### src/rtl/vga_stream_pkg.sv
// Shared types and default 640x480 timing for the pixel stream source.
package vga_stream_pkg;

    typedef enum logic [1:0] {
        IDLE  = 2'd0,
        RUN   = 2'd1,
        DRAIN = 2'd2
    } state_t;

    localparam int DEF_WIDTH  = 8;
    localparam int DEF_H_RES  = 640;
    localparam int DEF_H_FP   = 16;
    localparam int DEF_H_SYNC = 96;
    localparam int DEF_H_BP   = 48;
    localparam int DEF_V_RES  = 480;
    localparam int DEF_V_FP   = 10;
    localparam int DEF_V_SYNC = 2;
    localparam int DEF_V_BP   = 33;

    function automatic int calc_total(input int res, input int fp, input int sync, input int bp);
        return res + fp + sync + bp;
    endfunction

endpackage

### src/rtl/vga_timing_counter.sv
// Raster counters with registered sync/de/frame-end decode.
// VGA_SRC_TEST_PATTERN_EN adds registered copies of the decoded position.
module vga_timing_counter
    import vga_stream_pkg::*;
#(
    parameter int H_RES  = DEF_H_RES,
    parameter int H_FP   = DEF_H_FP,
    parameter int H_SYNC = DEF_H_SYNC,
    parameter int H_BP   = DEF_H_BP,
    parameter int V_RES  = DEF_V_RES,
    parameter int V_FP   = DEF_V_FP,
    parameter int V_SYNC = DEF_V_SYNC,
    parameter int V_BP   = DEF_V_BP,
    localparam int H_TOTAL = calc_total(H_RES, H_FP, H_SYNC, H_BP),
    localparam int V_TOTAL = calc_total(V_RES, V_FP, V_SYNC, V_BP),
    localparam int H_CNT_W = $clog2(H_TOTAL),
    localparam int V_CNT_W = $clog2(V_TOTAL)
) (
    input  logic               clk,
    input  logic               rstn,
    input  logic               en,
    output logic               frame_last,
    output logic               de,
    output logic               hsync,
    output logic               vsync,
`ifdef VGA_SRC_TEST_PATTERN_EN
    output logic [H_CNT_W-1:0] h_pix,
    output logic [V_CNT_W-1:0] v_pix,
`endif
    output logic               frame_end
);

    localparam logic [H_CNT_W-1:0] H_LAST   = H_CNT_W'(H_TOTAL - 1);
    localparam logic [H_CNT_W-1:0] H_DE_END = H_CNT_W'(H_RES);
    localparam logic [H_CNT_W-1:0] HS_BEG   = H_CNT_W'(H_RES + H_FP);
    localparam logic [H_CNT_W-1:0] HS_END   = H_CNT_W'(H_RES + H_FP + H_SYNC - 1);
    localparam logic [V_CNT_W-1:0] V_LAST   = V_CNT_W'(V_TOTAL - 1);
    localparam logic [V_CNT_W-1:0] V_DE_END = V_CNT_W'(V_RES);
    localparam logic [V_CNT_W-1:0] VS_BEG   = V_CNT_W'(V_RES + V_FP);
    localparam logic [V_CNT_W-1:0] VS_END   = V_CNT_W'(V_RES + V_FP + V_SYNC - 1);

    logic [H_CNT_W-1:0] h_cnt;
    logic [V_CNT_W-1:0] v_cnt;
    logic               de_c;
    logic               hs_c;
    logic               vs_c;

    assign de_c       = (h_cnt < H_DE_END) && (v_cnt < V_DE_END);
    assign hs_c       = (h_cnt >= HS_BEG) && (h_cnt <= HS_END);
    assign vs_c       = (v_cnt >= VS_BEG) && (v_cnt <= VS_END);
    assign frame_last = (h_cnt == H_LAST) && (v_cnt == V_LAST);

    // Disabled counters sit at the origin with all decode outputs low,
    // so the first enabled cycle is always position (0,0).
    always_ff @(posedge clk or negedge rstn) begin
        if (!rstn) begin
            h_cnt     <= '0;
            v_cnt     <= '0;
            de        <= 1'b0;
            hsync     <= 1'b0;
            vsync     <= 1'b0;
            frame_end <= 1'b0;
        end else if (!en) begin
            h_cnt     <= '0;
            v_cnt     <= '0;
            de        <= 1'b0;
            hsync     <= 1'b0;
            vsync     <= 1'b0;
            frame_end <= 1'b0;
        end else begin
            de        <= de_c;
            hsync     <= hs_c;
            vsync     <= vs_c;
            frame_end <= frame_last;
            if (h_cnt == H_LAST) begin
                h_cnt <= '0;
                v_cnt <= (v_cnt == V_LAST) ? '0 : v_cnt + V_CNT_W'(1);
            end else begin
                h_cnt <= h_cnt + H_CNT_W'(1);
            end
        end
    end

`ifdef VGA_SRC_TEST_PATTERN_EN
    always_ff @(posedge clk or negedge rstn) begin
        if (!rstn) begin
            h_pix <= '0;
            v_pix <= '0;
        end else begin
            h_pix <= h_cnt;
            v_pix <= v_cnt;
        end
    end
`endif

endmodule

### src/rtl/vga_stream_source.sv
// Frame-buffer reader and stream timing source for the filter chain.
// VGA_SRC_TEST_PATTERN_EN adds i_tp_sel, an x^y test pattern that bypasses the frame buffer.
module vga_stream_source
    import vga_stream_pkg::*;
#(
    parameter int WIDTH  = DEF_WIDTH,
    parameter int H_RES  = DEF_H_RES,
    parameter int H_FP   = DEF_H_FP,
    parameter int H_SYNC = DEF_H_SYNC,
    parameter int H_BP   = DEF_H_BP,
    parameter int V_RES  = DEF_V_RES,
    parameter int V_FP   = DEF_V_FP,
    parameter int V_SYNC = DEF_V_SYNC,
    parameter int V_BP   = DEF_V_BP,
    parameter int ADDR_W = $clog2(H_RES * V_RES)
) (
    input  logic              clk,
    input  logic              rstn,
    input  logic              i_en,
`ifdef VGA_SRC_TEST_PATTERN_EN
    input  logic              i_tp_sel,
`endif
    output logic              o_rd_en,
    output logic [ADDR_W-1:0] o_rd_addr,
    input  logic [WIDTH-1:0]  i_rd_data,
    output logic              o_vsync,
    output logic              o_hsync,
    output logic              o_de,
    output logic [WIDTH-1:0]  o_data,
    output logic              o_frame_done,
    output logic              o_busy
);

    localparam logic [ADDR_W-1:0] ADDR_LAST = ADDR_W'(H_RES * V_RES - 1);

    state_t state;
    logic   cnt_en;
    logic   frame_last;
    logic   de1;
    logic   hs1;
    logic   vs1;
    logic   fe1;

    assign cnt_en = (state != IDLE);
    assign o_busy = cnt_en;

`ifdef VGA_SRC_TEST_PATTERN_EN
    localparam int H_CNT_W = $clog2(calc_total(H_RES, H_FP, H_SYNC, H_BP));
    localparam int V_CNT_W = $clog2(calc_total(V_RES, V_FP, V_SYNC, V_BP));

    logic [H_CNT_W-1:0] h_pix1;
    logic [V_CNT_W-1:0] v_pix1;
    logic [H_CNT_W-1:0] h_pix2;
    logic [V_CNT_W-1:0] v_pix2;
    logic [WIDTH-1:0]   pattern;
`endif

    vga_timing_counter #(
        .H_RES  (H_RES),
        .H_FP   (H_FP),
        .H_SYNC (H_SYNC),
        .H_BP   (H_BP),
        .V_RES  (V_RES),
        .V_FP   (V_FP),
        .V_SYNC (V_SYNC),
        .V_BP   (V_BP)
    ) u_timing (
        .clk        (clk),
        .rstn       (rstn),
        .en         (cnt_en),
        .frame_last (frame_last),
        .de         (de1),
        .hsync      (hs1),
        .vsync      (vs1),
`ifdef VGA_SRC_TEST_PATTERN_EN
        .h_pix      (h_pix1),
        .v_pix      (v_pix1),
`endif
        .frame_end  (fe1)
    );

    // A drop of i_en on the very last position ends the frame directly.
    always_ff @(posedge clk or negedge rstn) begin
        if (!rstn) begin
            state <= IDLE;
        end else begin
            case (state)
                IDLE:    if (i_en) state <= RUN;
                RUN:     if (!i_en) state <= frame_last ? IDLE : DRAIN;
                DRAIN: begin
                    if (i_en)
                        state <= RUN;
                    else if (frame_last)
                        state <= IDLE;
                end
                default: state <= IDLE;
            endcase
        end
    end

    // Address follows the read stage; it saturates on the last pixel and
    // is cleared in the cycle before the next frame's first read.
    always_ff @(posedge clk or negedge rstn) begin
        if (!rstn)
            o_rd_addr <= '0;
        else if (fe1)
            o_rd_addr <= '0;
        else if (de1 && (o_rd_addr != ADDR_LAST))
            o_rd_addr <= o_rd_addr + ADDR_W'(1);
    end

    always_ff @(posedge clk or negedge rstn) begin
        if (!rstn) begin
            o_de         <= 1'b0;
            o_hsync      <= 1'b0;
            o_vsync      <= 1'b0;
            o_frame_done <= 1'b0;
        end else begin
            o_de         <= de1;
            o_hsync      <= hs1;
            o_vsync      <= vs1;
            o_frame_done <= fe1;
        end
    end

`ifdef VGA_SRC_TEST_PATTERN_EN
    always_ff @(posedge clk or negedge rstn) begin
        if (!rstn) begin
            h_pix2 <= '0;
            v_pix2 <= '0;
        end else begin
            h_pix2 <= h_pix1;
            v_pix2 <= v_pix1;
        end
    end

    assign pattern = WIDTH'(h_pix2) ^ WIDTH'(v_pix2);
    assign o_rd_en = de1 & ~i_tp_sel;
    assign o_data  = o_de ? (i_tp_sel ? pattern : i_rd_data) : '0;
`else
    assign o_rd_en = de1;
    assign o_data  = o_de ? i_rd_data : '0;
`endif

endmodule
### config.mk
export PLATFORM = sky130hd
export DESIGN_NAME = vga_stream_source
export DESIGN_NICKNAME = d
export VERILOG_FILES = /design/src/rtl/vga_stream_pkg.sv /design/src/rtl/vga_timing_counter.sv /design/src/rtl/vga_stream_source.sv
export SDC_FILE = /design/constraint.sdc
export NUM_CORES = 1
export LEC_CHECK = 0
export BUFFER_PORTS_ARGS = -buffer_cell sky130_fd_sc_hd__buf_2
export CAP_MARGIN = 20
export CORE_MARGIN = 10
export CORE_UTILIZATION = 55
export DETAILED_ROUTE_END_ITERATION = 8
export PLACE_DENSITY = 0.82
export SLEW_MARGIN = 20
export SYNTH_ARGS = -nofsm -noshare
export SYNTH_HDL_FRONTEND = slang
export SYNTH_SLANG_ARGS = --single-unit
### constraint.sdc
create_clock -name clk -period 2.6 [get_ports clk]
set_clock_uncertainty 0.1 [all_clocks]
set_input_delay 0.39 -clock clk [delete_from_list [all_inputs] [get_ports clk]]
set_output_delay 0.39 -clock clk [all_outputs]
set_load 0.01 [all_outputs]
## Word level (Yosys, flattened, before mapping)

Index checks and enable logic that the tools add are counted.

| cells by class | value |
|---|---|
| add/sub/neg operators | 3 |
| $lt $le $gt $ge | 6 |
| equal/unequal tests | 9 |
| muxes and demuxes | 18 |
| reductions and logical operators | 9 |

Operators by type and width:

| operator | number |
|---|---|
| $mux 10 | 5 |
| $mux 19 | 2 |
| $add 10x1->10 const B | 2 |
| $eq 10x10->1 const B | 2 |
| $add 19x1->19 const B | 1 |
| $ne 19x19->1 const B | 1 |
| $ge 10x10->1 const B | 1 |
| $ge 10x9->1 const B | 1 |
| $le 10x10->1 const B | 1 |
| $le 10x9->1 const B | 1 |
| $lt 10x10->1 const B | 1 |
| $lt 10x9->1 const B | 1 |
| $mux 2 | 5 |
| $mux 8 | 1 |
| $ne 2x2->1 const B | 3 |
| $pmux 2 s3 | 1 |
| $logic_and 1x1->1 | 5 |
| $mux 1 | 4 |
| $reduce_bool 2->1 | 2 |
| $ne 3x3->1 const B | 1 |
| $reduce_and 3->1 | 1 |
| $eq 2x1->1 const B | 1 |
| $eq 2x2->1 const B | 1 |
| $logic_not 2->1 | 1 |

| storage, ports and cells | value |
|---|---|
| register bits | 49 |
| input bits | 11 |
| word-level logic and storage cells | 57 |

## Longest topological paths before layout

Gate-level depths: netlist of run 1.

| logic depth | value |
|---|---|
| word-level depth | 5 |
| gate-level depth with buffers | 6 |

## Modules after synthesis

From an unflattened synthesis of run 1, not the netlist that was laid out.

| second synthesis, totals | value |
|---|---|
| cells, all modules | 264 |
| area, all modules | 2,572.5 µm² |

Modules (own cells, without submodules):

| module | instances | cells an instance | area each (µm²) |
|---|---|---|---|
| vga_stream_source | 1 | 128 | 1,305.0 |
| vga_timing_counter | 1 | 136 | 1,267.5 |

## Worst setup path before layout of run 1

No wires, ideal clock.

| timing | value |
|---|---|
| kind | register -> register |
| start | register o_rd_addr[12] |
| end | register o_rd_addr[3] |
| arrival | 1,849 ps |
| required time | 2,375 ps |
| slack | 526 ps |
| cell stages (with the launch flop) | 6 |
| cells stage by stage | dfrtp_1 -> or4b_4 -> nor4_4 -> buf_6 -> a21oi_2 -> mux2_4 |

| on the way | value |
|---|---|
| cells in the longest elaborated chain, start to end | 3 |

Ends and longest elaborated chain:

| element | RTL line | source |
|---|---|---|
| start: declaration | vga_stream_source.sv:24 | `output logic [ADDR_W-1:0] o_rd_addr,` |
| start signal: assignment | vga_stream_source.sv:109 | `o_rd_addr <= o_rd_addr + ADDR_W'(1);` |
| $ne 19x19->1 | vga_stream_source.sv:108 | `else if (de1 && (o_rd_addr != ADDR_LAST))` |
| $logic_and 1x1->1 | vga_stream_source.sv:108 |  |
| $reduce_bool 2->1 (no source line) | - |  |

Every way passes these cells.
A chain may end at the register's enable or synchronous reset.

## Worst setup path in the final report of run 1

| timing | value |
|---|---|
| start | register o_rd_addr[12] |
| end | register o_rd_addr[0] |

The elaborated chain is that of the path after synthesis.

==> results of run 1 <==
==> kinds of logic (layout without fill, tap and decap cells) <==
group | count (synthesis) | in the layout | synth area share, %
compound gates | 50 | 50 | 12.14
xor+xnor | 8 | 8 | 2.616
fa+ha+maj | 6 | 6 | 2.802
buf+inv | 19 | 65 | 3.269
flops | 49 | 49 | 45.77
mux | 11 | 11 | 5.044
simple gates | 129 | 129 | 28.35
==> repair_timing <==
| item | CTS | global route |
|---|---|---|
| endpoints found under the hold margin | 8 | 0 |
| endpoints found under the setup margin | 0 | 0 |
| hold buffers | 1 | 0 |
==> cell type report <==
class                           count  area (um2)
Multi-Input combinational cell    204        1365
Timing Repair Buffer               49       262.8
Clock buffer                        5       68.82
Tap cell                           67       83.83
Inverter                            8       30.03
Clock inverter                      3       46.29
Fill cell                         379        1640
Sequential cell                    49        1226
==> power groups by stage <==
stage	Clock [uW]	Combinational, uW	Sequential (uW)
floorplan	0	229	949
global placement	0	386	938
detailed placement	0	405	944
CTS	564	407	930
global route	611	451	948
finish	560	398	929
==> state kept, by name (all words and copies together) (netlist names) <==
| signal | flops |
|---|---|
| u_timing.hsync | 1 |
| o_de | 1 |
| u_timing.de | 1 |
| o_frame_done | 1 |
| u_timing.v_cnt | 10 |
| u_timing.frame_end | 1 |
| u_timing.vsync | 1 |
| u_timing.h_cnt | 10 |
| state | 2 |
| o_hsync | 1 |
| o_rd_addr | 19 |
| o_vsync | 1 |
==> per-stage QoR <==
step                cell area (um2)  instances  power (uW)
floorplan                      2679        272        1178
detailed placement             2958        376        1349
CTS                            3083        385        1901
global placement               2958        376        1325
finish                         3083        385        1887
global route                   3083        385        2011
==> routing by layer <==
layer  vias to the layer above  part of all wire, %  global-route usage, %
li1                       1087                    -                      -
met1                      1045                   45                  18.67
met2                        39                   49                  23.31
met3                         8                  4.5                  4.655
met4                         0                  1.6                  5.121
met5                         -                    0                      0
==> how the worst max path moves through the flow <==
| stage | endpoint | slack [ns] | from | depth (start not counted) |
|---|---|---|---|---|
| 2_1_floorplan | o_rd_addr[3] | 0.53 | o_rd_addr[12] | 5 |
| 3_3_place_gp | o_rd_addr[0] | 0.41 | o_rd_addr[12] | 4 |
| 3_5_place_dp | o_rd_addr[0] | 0.33 | o_rd_addr[12] | 4 |
| 4_1_cts | o_rd_addr[0] | 0.32 | o_rd_addr[12] | 4 |
| 5_1_grt | o_rd_addr[0] | 0.27 | o_rd_addr[12] | 4 |
| 6_report | o_rd_addr[0] | 0.33 | o_rd_addr[12] | 4 |
==> cells in the final DEF, fill, tap and decap left out, types with 3 or more instances in the layout <==
cell | Yosys | final
and4_1 | 3 | 3
or3_1 | 3 | 3
dfrtp_1 | 49 | 49
nor2_1 | 20 | 20
and2_1 | 12 | 12
inv_1 | 8 | 8
clkbuf_8 | 0 | 5
xnor2_1 | 5 | 5
ha_1 | 6 | 6
or4_1 | 7 | 7
and3_1 | 7 | 7
a21oi_2 | 3 | 3
buf_4 | 0 | 5
o21ai_0 | 9 | 9
nor2b_1 | 10 | 10
xor2_1 | 3 | 3
nor3_1 | 7 | 7
a21oi_1 | 16 | 16
mux2_4 | 4 | 4
nand3_1 | 15 | 15
o31ai_1 | 9 | 9
buf_2 | 1 | 43
nand2_1 | 19 | 19
nand4_1 | 10 | 10
mux2i_1 | 3 | 3
==> out/qor.txt, run 1 <==
status: finished clean
I/O pin cnt: 44
Least-Margin Pin Slew: 0.9229 ns
min-delay src: i_en
hold endpoint: state[1]
pre-CTS WS: 0.3331 ns
initial core utilization: 56.72%
vias in the first global route: 2,092
Hold Slack: 0.1320 ns
Avg WL per Cell: 15.42 um
Critical Path RT: 2.71 ns
CP Capture Type: register
setup TNS: 0 ns
Die Height: 89.79 um
CP Data Arrival Time: 2.38 ns
Clock Power Share: 29.7%
Synth top cells by count: 49 x dfrtp_1, 20 x nor2_1, 19 x nand2_1, 16 x a21oi_1, 15 x nand3_1
MaxCap Viol Count: 0
First DRT Iteration DRCs: 141
DRC: 0
RSZ-0062 raised after global routing: no
total count of hold-check failures in the final report: 0
post-cts resize count: 0
Clock Tree Buf Depth: 2
Routed WL: 5.935 mm
dominant cell type by area after synthesis: dfrtp_1
htree depth: 2
Die Width: 89.79 um
Final nets: 334
R2R depth: 4
Post-Syn Area per Cell: 9.849 um2
combinational power share: 21.1%
Reg power frac: 49.3%
fin crit period: 2.274 ns
layout cells sized above 1: 22.96%
TritonRoute pass-1 iters: 4
Setup WS post-layout: 0.3263 ns
RR Startpoint: o_rd_addr[12]
post-synthesis async set-or-reset flop share: 100.0%
Final setup viols: 0
crit-path cells: or4b_4, nor4_4, a21boi_1, mux2_1
Reg clk slew, reported paths: 0.09 ns
Tightest Hold Check Type: input port to register
Psw: 580.2 uW
core box area: 0.004723 mm2
switch share: 30.75%
Detail Placement HPWL: 4.366 mm
CTS tree: built
Post-synth top flop: dfrtp_1
number of vias per cell: 5.660
Util after Layout: 65.27%
first-pass GRT wire length: 10.15 mm
critical path's largest stage delay: 0.58 ns
ranking of synthesized cells by area: dfrtp_1 46%, a21oi_1 3.0%, and2_1 2.8%
clk sinks: 49
count of buffers from port buffering: 43
critical path type: register to register
initial antenna violation count: 0
Buf/Inv on CP: 0
CTS buffer count: 5
Peak VDD IR: 0.3976 mV
crit path max fanout: 7
pin count of the biggest net entering global routing: 42
Rel. slew slack: 38.48%
Skew-Pair Late Insertion Delay: 0.31 ns
fin. max-slew vios: 0
Syn. warnings: 0
gr ovfl total: 0
floorplan row count: 25
Die ar.: 0.008062 mm2
top-count cell post-synth: dfrtp_1
family with the most delay on the worst path: simple AND/OR/NAND/NOR gates
GRT Total Usage: 14.81%
CTS root buffer: clkbuf_8
antenna-violating nets left: 0
Synth-to-Final Area Change: 15.09%
Post-CTS Setup Bufs: 0
mapped cell area: 0.002679 mm2
Reg2Reg Setup Slack: 0.33 ns
Max Fclk: 439.8 MHz
share of the yosys chip area belonging to registers: 45.77%
number of flops mapped to enable cells by yosys: 0
Yosys top cell area share: 45.77%
routability cong.: 0.8355
Post-Syn Instances: 272
PwrDens: 612.0 mW/mm2
syn_nets: 289
Leak: 0.001419 uW
RR Endpoint: o_rd_addr[0]
vias post-DR: 2,179
Hold Path Cell Cnt: 2
Slowest cell on crit path: or4b_4
Cell Int Power: 1307 uW
final period utilization: 87.45%
Netlist cell types: 54
Seq cells post-synth: 49
ANT cells: 0
type of origin of the critical path: register
(Power assumes the default switching activity.)
==> run 2, diff against run 1 <==
--- a/config.mk
+++ b/config.mk
@@ -7,11 +7,12 @@
 export LEC_CHECK = 0
 export BUFFER_PORTS_ARGS = -buffer_cell sky130_fd_sc_hd__buf_2
 export CAP_MARGIN = 20
+export CORE_ASPECT_RATIO = 0.75
 export CORE_MARGIN = 10
 export CORE_UTILIZATION = 55
 export DETAILED_ROUTE_END_ITERATION = 8
+export GPL_TIMING_DRIVEN = 0
 export PLACE_DENSITY = 0.82
-export SLEW_MARGIN = 20
 export SYNTH_ARGS = -nofsm -noshare
 export SYNTH_HDL_FRONTEND = slang
 export SYNTH_SLANG_ARGS = --single-unit
==> run 2 against run 1 <==
Effect of this change:
- worst hold slack improved by 0.022 ns
- largest power group unchanged
- largest cell class unchanged
- die area increased by 0.36%
- clock-buffer cell count increased by 2
- critical path type unchanged
- critical endpoint is now o_rd_addr[7]
==> out/qor.txt, run 2 (synthesized netlist as in run 1, its figures left out) <==
status: finished clean
CP Capture Type: register
Cell Int Power: 1229 uW (-6.0%)
Die Width: 100.6 um (+12%)
ANT cells: 0 (unchanged)
Avg WL per Cell: 15.89 um (+3.1%)
Detail Placement HPWL: 4.472 mm (+2.4%)
max reg flops: 19 (unchanged)
Psw: 560.9 uW (-3.3%)
Least-Margin Pin Slew: 0.7186 ns (-0.2042 ns)
critical path type: register to register
GRT Total Usage: 15.21% (+0.40 points)
clk sinks: 49 (unchanged)
min-delay src: i_en
RSZ-0062 raised after global routing: no
I/O pin cnt: 44 (unchanged)
met2 GRT Util: 21.66% (-1.6 points)
fin. max-slew vios: 0 (unchanged)
first-pass GRT wire length: 10.17 mm (+0.21%)
PwrDens: 580.7 mW/mm2 (-5.1%)
TritonRoute pass-1 iters: 4 (unchanged)
CTS root buffer: clkbuf_8
Die ar.: 0.008091 mm2 (+0.36%)
Synth-to-Final Area Change: 15.04% (about the same)
type of origin of the critical path: register
layout cells sized above 1: 21.60% (-1.4 points)
Final setup viols: 0 (unchanged)
Hold Slack: 0.1540 ns (+0.02203 ns)
CP Data Arrival Time: 2.33 ns (-0.05 ns)
gr ovfl total: 0 (unchanged)
final period utilization: 86.56% (-0.89 points)
vias post-DR: 2,295 (+5.3%)
initial antenna violation count: 0 (unchanged)
Peak VDD IR: 0.3750 mV (-5.7%)
CTS tree: built
Skew-Pair Late Insertion Delay: 0.29 ns (-0.02 ns)
Rel. slew slack: 51.80% (+13 points)
Tightest Hold Check Type: input port to register
DP Area: 0.002965 mm2 (+0.25%)
initial core utilization: 58.59% (+1.9 points)
Reg2Reg Setup Slack: 0.35 ns (+0.02 ns)
Leak: 0.001420 uW (about the same)
final instance area: 0.003082 mm2 (about the same)
Most Crowded Layer GR: met2
htree depth: 2 (unchanged)
met1 usage: 21.30% (+2.6 points)
crit path max fanout: 10 (+3)
fin crit period: 2.251 ns (-0.02314 ns)
switch share: 31.34% (+0.59 points)
CTS buffer count: 5 (unchanged)
pin count of the biggest net entering global routing: 50 (+19%)
post-cts resize count: 0 (unchanged)
count of buffers from port buffering: 43 (unchanged)
most frequent cells in the layout: 49 x dfrtp_1, 44 x buf_2, 20 x nor2_1, 19 x nand2_1, 16 x a21oi_1
Die Height: 80.44 um (-10%)
Multi-input gate area: 0.001365 mm2 (unchanged)
combinational power share: 22.9% (+1.8 points)
Max Fclk: 444.3 MHz (+1.0%)
antenna-violating nets left: 0 (unchanged)
Clock Tree Buf Depth: 2 (unchanged)
top flop regs: o_rd_addr (19), u_timing.h_cnt (10), u_timing.v_cnt (10)
total power: 1790 uW (-5.1%)
Final nets: 341 (+2.1%)
Clock Power Share: 25.1% (-4.6 points)
core box area: 0.004572 mm2 (-3.2%)
Critical Path RT: 2.68 ns (-0.03 ns)
Reg power frac: 52.1% (+2.8 points)
most common cell after layout, fill and taps aside: dfrtp_1
Reg clk slew, reported paths: 0.08 ns (about the same)
vias in the first global route: 2,110 (+0.86%)
number of vias per cell: 6.024 (+6.4%)
Routed WL: 6.054 mm (+2.0%)
setup TNS: 0 ns (unchanged)
RR Startpoint: o_rd_addr[12]
total count of hold-check failures in the final report: 0 (unchanged)
MaxCap Viol Count: 0 (unchanged)
routability cong.: 0.8779 (+5.1%)
floorplan row count: 21 (-16%)
fillers: 371 (-2.1%)
Reg with most FFs: o_rd_addr
crit path from: o_rd_addr[12]
DRC: 0 (unchanged)
Register Area: 0.001226 mm2 (unchanged)
First DRT Iteration DRCs: 185 (+31%)
met3 usage: 5.304% (+0.65 points)
## run 2: what timing repair did
| action | 4_1_cts | 5_1_grt |
|---|---|---|
| hold buffers | 0 | 1 |
| buffers inserted | 0 | 0 |
| hold endpoints to repair | 0 | 19 |
| endpoints found under the setup margin | 0 | 0 |
## run 2: worst paths after layout
check | endpoint | cells after the start
worst max-delay path | o_rd_addr[7] | 5
worst min-delay path | state[1] | 2
worst max register to register | o_rd_addr[7] | 5
worst min register to register | o_vsync | 0
max in group asynchronous | o_frame_done | 3
min in group asynchronous | u_timing.h_cnt[5] | 2
## run 2: power groups by stage
stage / clock (uW) / sequential [uW] / combinational [uW]
3_5_place_dp: 0 / 943 / 405
2_1_floorplan: 0 / 949 / 229
5_1_grt: 493 / 945 / 458
3_3_place_gp: 0 / 939 / 385
4_1_cts: 461 / 931 / 409
6_report: 448 / 932 / 409
## run 2: routing by layer
layer,wire length [um],part of all wire [%]
met1,2812,46
met2,2647,44
met3,555,9.2
met4,39,0.64
met5,0,0
## run 2: critical path, cell delays in order, from the launching register on
cell and delay, ns:
dfrtp_1 0.46, or4b_4 0.58, nor4_4 0.41, buf_6 0.20
a21oi_2 0.08, mux2_4 0.31
## run 2: stage by stage
| stage | setup slack [ns] | util (%) | cells |
|---|---|---|---|
| 2_1_floorplan | 0.5257 | - | 272 |
| 5_1_grt | 0.2471 | 67.41 | 381 |
| 3_5_place_dp | 0.3770 | 64.86 | 372 |
| 3_3_place_gp | 0.4216 | 64.86 | 372 |
| 6_report | 0.3495 | 67.41 | 381 |
| 4_1_cts | 0.3474 | 66.75 | 379 |
## run 2: final cells by class
type	count	area share, %
Buffer	11	1.868
Clock buffer	7	2.801
Inverter	8	0.9744
Multi-Input combinational cell	204	44.30
Sequential cell	49	39.79
Tap cell	57	2.314
Timing Repair Buffer	45	7.958
==> run 3, diff against run 2 <==
--- a/config.mk
+++ b/config.mk
@@ -5,14 +5,14 @@
 export SDC_FILE = /design/constraint.sdc
 export NUM_CORES = 1
 export LEC_CHECK = 0
-export BUFFER_PORTS_ARGS = -buffer_cell sky130_fd_sc_hd__buf_2
 export CAP_MARGIN = 20
 export CORE_ASPECT_RATIO = 0.75
 export CORE_MARGIN = 10
 export CORE_UTILIZATION = 55
 export DETAILED_ROUTE_END_ITERATION = 8
+export DONT_BUFFER_PORTS = 1
 export GPL_TIMING_DRIVEN = 0
-export PLACE_DENSITY = 0.82
+export PLACE_DENSITY = 0.74
 export SYNTH_ARGS = -nofsm -noshare
 export SYNTH_HDL_FRONTEND = slang
 export SYNTH_SLANG_ARGS = --single-unit
==> run 3 against run 2 <==
Effect of this change:
- critical path depth did not move
- via count fell by 8.4%
- critical path type unchanged
- sequential power rose by 4.0%
- clock-buffer cell count did not move
- cell count fell by 11%
- utilization fell by 4.5 points
- register-to-register slack got worse by 0.06 ns
- setup slack got worse by 0.061 ns
- clock power barely moved
- first-iteration DRC count fell by 9.7%
- sequential share of layout area rose by 2.9 points
- maximum frequency fell by 2.6%
==> out/qor.txt, run 3 (synthesized netlist as in run 1, its figures left out) <==
Reg with most FFs: o_rd_addr
CP Capture Type: register
antenna-violating nets left: 0 (unchanged)
crit path max fanout: 10 (unchanged)
number of vias per cell: 6.222 (+3.3%)
final instance area: 0.002874 mm2 (-6.7%)
RR Endpoint: o_rd_addr[3]
ANT cells: 0 (unchanged)
Die Width: 100.6 um (unchanged)
status: finished clean
first-pass GRT wire length: 9.942 mm (-2.2%)
hold endpoint: state[1]
Multi-input gate area: 0.001365 mm2 (unchanged)
core box area: 0.004572 mm2 (unchanged)
Final setup viols: 0 (unchanged)
vias in the first global route: 2,010 (-4.7%)
Leak: 0.001221 uW (-14%)
Avg WL per Cell: 17.99 um (+13%)
family with the most delay on the worst path: simple AND/OR/NAND/NOR gates
Routed WL: 6.081 mm (+0.45%)
Skew-Pair Late Insertion Delay: 0.30 ns (about the same)
MaxCap Viol Count: 0 (unchanged)
CTS tree: built
most frequent cells in the layout: 49 x dfrtp_1, 20 x nor2_1, 19 x nand2_1, 16 x a21oi_1, 15 x nand3_1
Reg2Reg Setup Slack: 0.29 ns (-0.06 ns)
critical path's largest stage delay: 0.59 ns (about the same)
Setup WS post-layout: 0.2884 ns (-0.06105 ns)
RSZ-0062 raised after global routing: no
clk sinks: 49 (unchanged)
Least-Margin Pin Slew: 0.6961 ns (-0.02250 ns)
fin. max-slew vios: 0 (unchanged)
fin crit period: 2.312 ns (+0.06105 ns)
Final nets: 298 (-13%)
pin count of the biggest net entering global routing: 50 (unchanged)
Hold Path Cell Cnt: 1 (-1)
Detail Placement HPWL: 4.392 mm (-1.8%)
Synth-to-Final Area Change: 7.286%
layout cells sized above 1: 9.609% (-12 points)
Die ar.: 0.008091 mm2 (unchanged)
Peak VDD IR: 0.4518 mV (+20%)
critical path type: register to register
First DRT Iteration DRCs: 167 (-9.7%)
initial core utilization: 58.59% (unchanged)
htree depth: 2 (unchanged)
Tightest Hold Check Type: input port to register
type of origin of the critical path: register
setup TNS: 0 ns (unchanged)
Util after Layout: 62.86% (-4.5 points)
Register Area: 0.001226 mm2 (unchanged)
min-delay src: i_en
PwrDens: 597.5 mW/mm2 (+2.9%)
CP Data Arrival Time: 2.40 ns (+0.07 ns)
Critical Path RT: 2.69 ns (about the same)
pre-CTS WS: 0.3073 ns (-0.06971 ns)
count of buffers from port buffering: 0 (-100%)
I/O pin cnt: 44 (unchanged)
total count of hold-check failures in the final report: 0 (unchanged)
final period utilization: 88.91% (+2.3 points)
vias post-DR: 2,103 (-8.4%)
RR Startpoint: o_rd_addr[12]
gr ovfl total: 0 (unchanged)
DRC: 0 (unchanged)
CTS buffer count: 5 (unchanged)
crit-path cells: or4b_4, nor4_4, buf_6, a21oi_2, mux2_4
Reg clk slew, reported paths: 0.09 ns (about the same)
GRT Total Usage: 15.00% (-0.21 points)
TritonRoute pass-1 iters: 5 (+1)
initial antenna violation count: 0 (unchanged)
CTS root buffer: clkbuf_8
floorplan row count: 21 (unchanged)
Max Fclk: 432.6 MHz (-2.6%)
Slowest cell on crit path: or4b_4
routability cong.: 0.8618 (-1.8%)
R2R depth: 5 (unchanged)
top flop regs: o_rd_addr (19), u_timing.h_cnt (10), u_timing.v_cnt (10)
Buf/Inv on CP: 1 (unchanged)
Die Height: 80.44 um (unchanged)
fillers: 374 (+0.81%)
DP Area: 0.002750 mm2 (-7.3%)
post-cts resize count: 0 (unchanged)
max reg flops: 19 (unchanged)
Rel. slew slack: 53.31% (+1.5 points)
most common cell after layout, fill and taps aside: dfrtp_1
Clock Tree Buf Depth: 2 (unchanged)
-- run 3: where the power goes --
group          switching (uW)  internal, uW  total, uW
Combinational             169           133        302
Clock                     234           211        446
Sequential                135           835        969
Total                     538          1180       1720
-- run 3: metrics by stage --
step	power, uW	hold slack [ns]	instances
floorplan	1178	-0.005591	272
global placement	1243	-0.003536	329
detailed placement	1264	-0.003888	329
CTS	1732	0.04979	338
global route	1816	0.04785	338
finish	1717	0.05924	338
-- run 3: worst max path at each step --
stage | startpoint | endpoint | slack [ns] | depth (start not counted)
2_1_floorplan | o_rd_addr[12] | o_rd_addr[3] | 0.53 | 5
3_3_place_gp | o_rd_addr[12] | o_rd_addr[15] | 0.35 | 5
3_5_place_dp | o_rd_addr[12] | o_rd_addr[3] | 0.31 | 5
4_1_cts | o_rd_addr[12] | o_rd_addr[3] | 0.31 | 5
5_1_grt | o_rd_addr[12] | o_rd_addr[2] | 0.18 | 4
6_report | o_rd_addr[12] | o_rd_addr[3] | 0.29 | 5
-- run 3: timing repair --
action	4_1_cts	5_1_grt
hold endpoints to repair	49	0
hold buffers	2	0
buffers inserted	0	0
-- run 3: per-layer routing --
metal | up-vias | part of all wire, % | track usage (%)
met4 | 0 | 0.64 | 5.070
met2 | 82 | 42 | 21.97
met1 | 1007 | 48 | 20.48
met5 | - | 0 | 0
li1 | 1010 | - | -
met3 | 4 | 8.8 | 4.534
-- run 3: area by class of cell --
type	count	area share [%]
timing repair buffer	2	1.306
clock buffer	7	3.004
sequential	49	42.66
tap	57	2.481
multi-input combinational	204	47.50
buffer	11	2.003
inverter	8	1.045
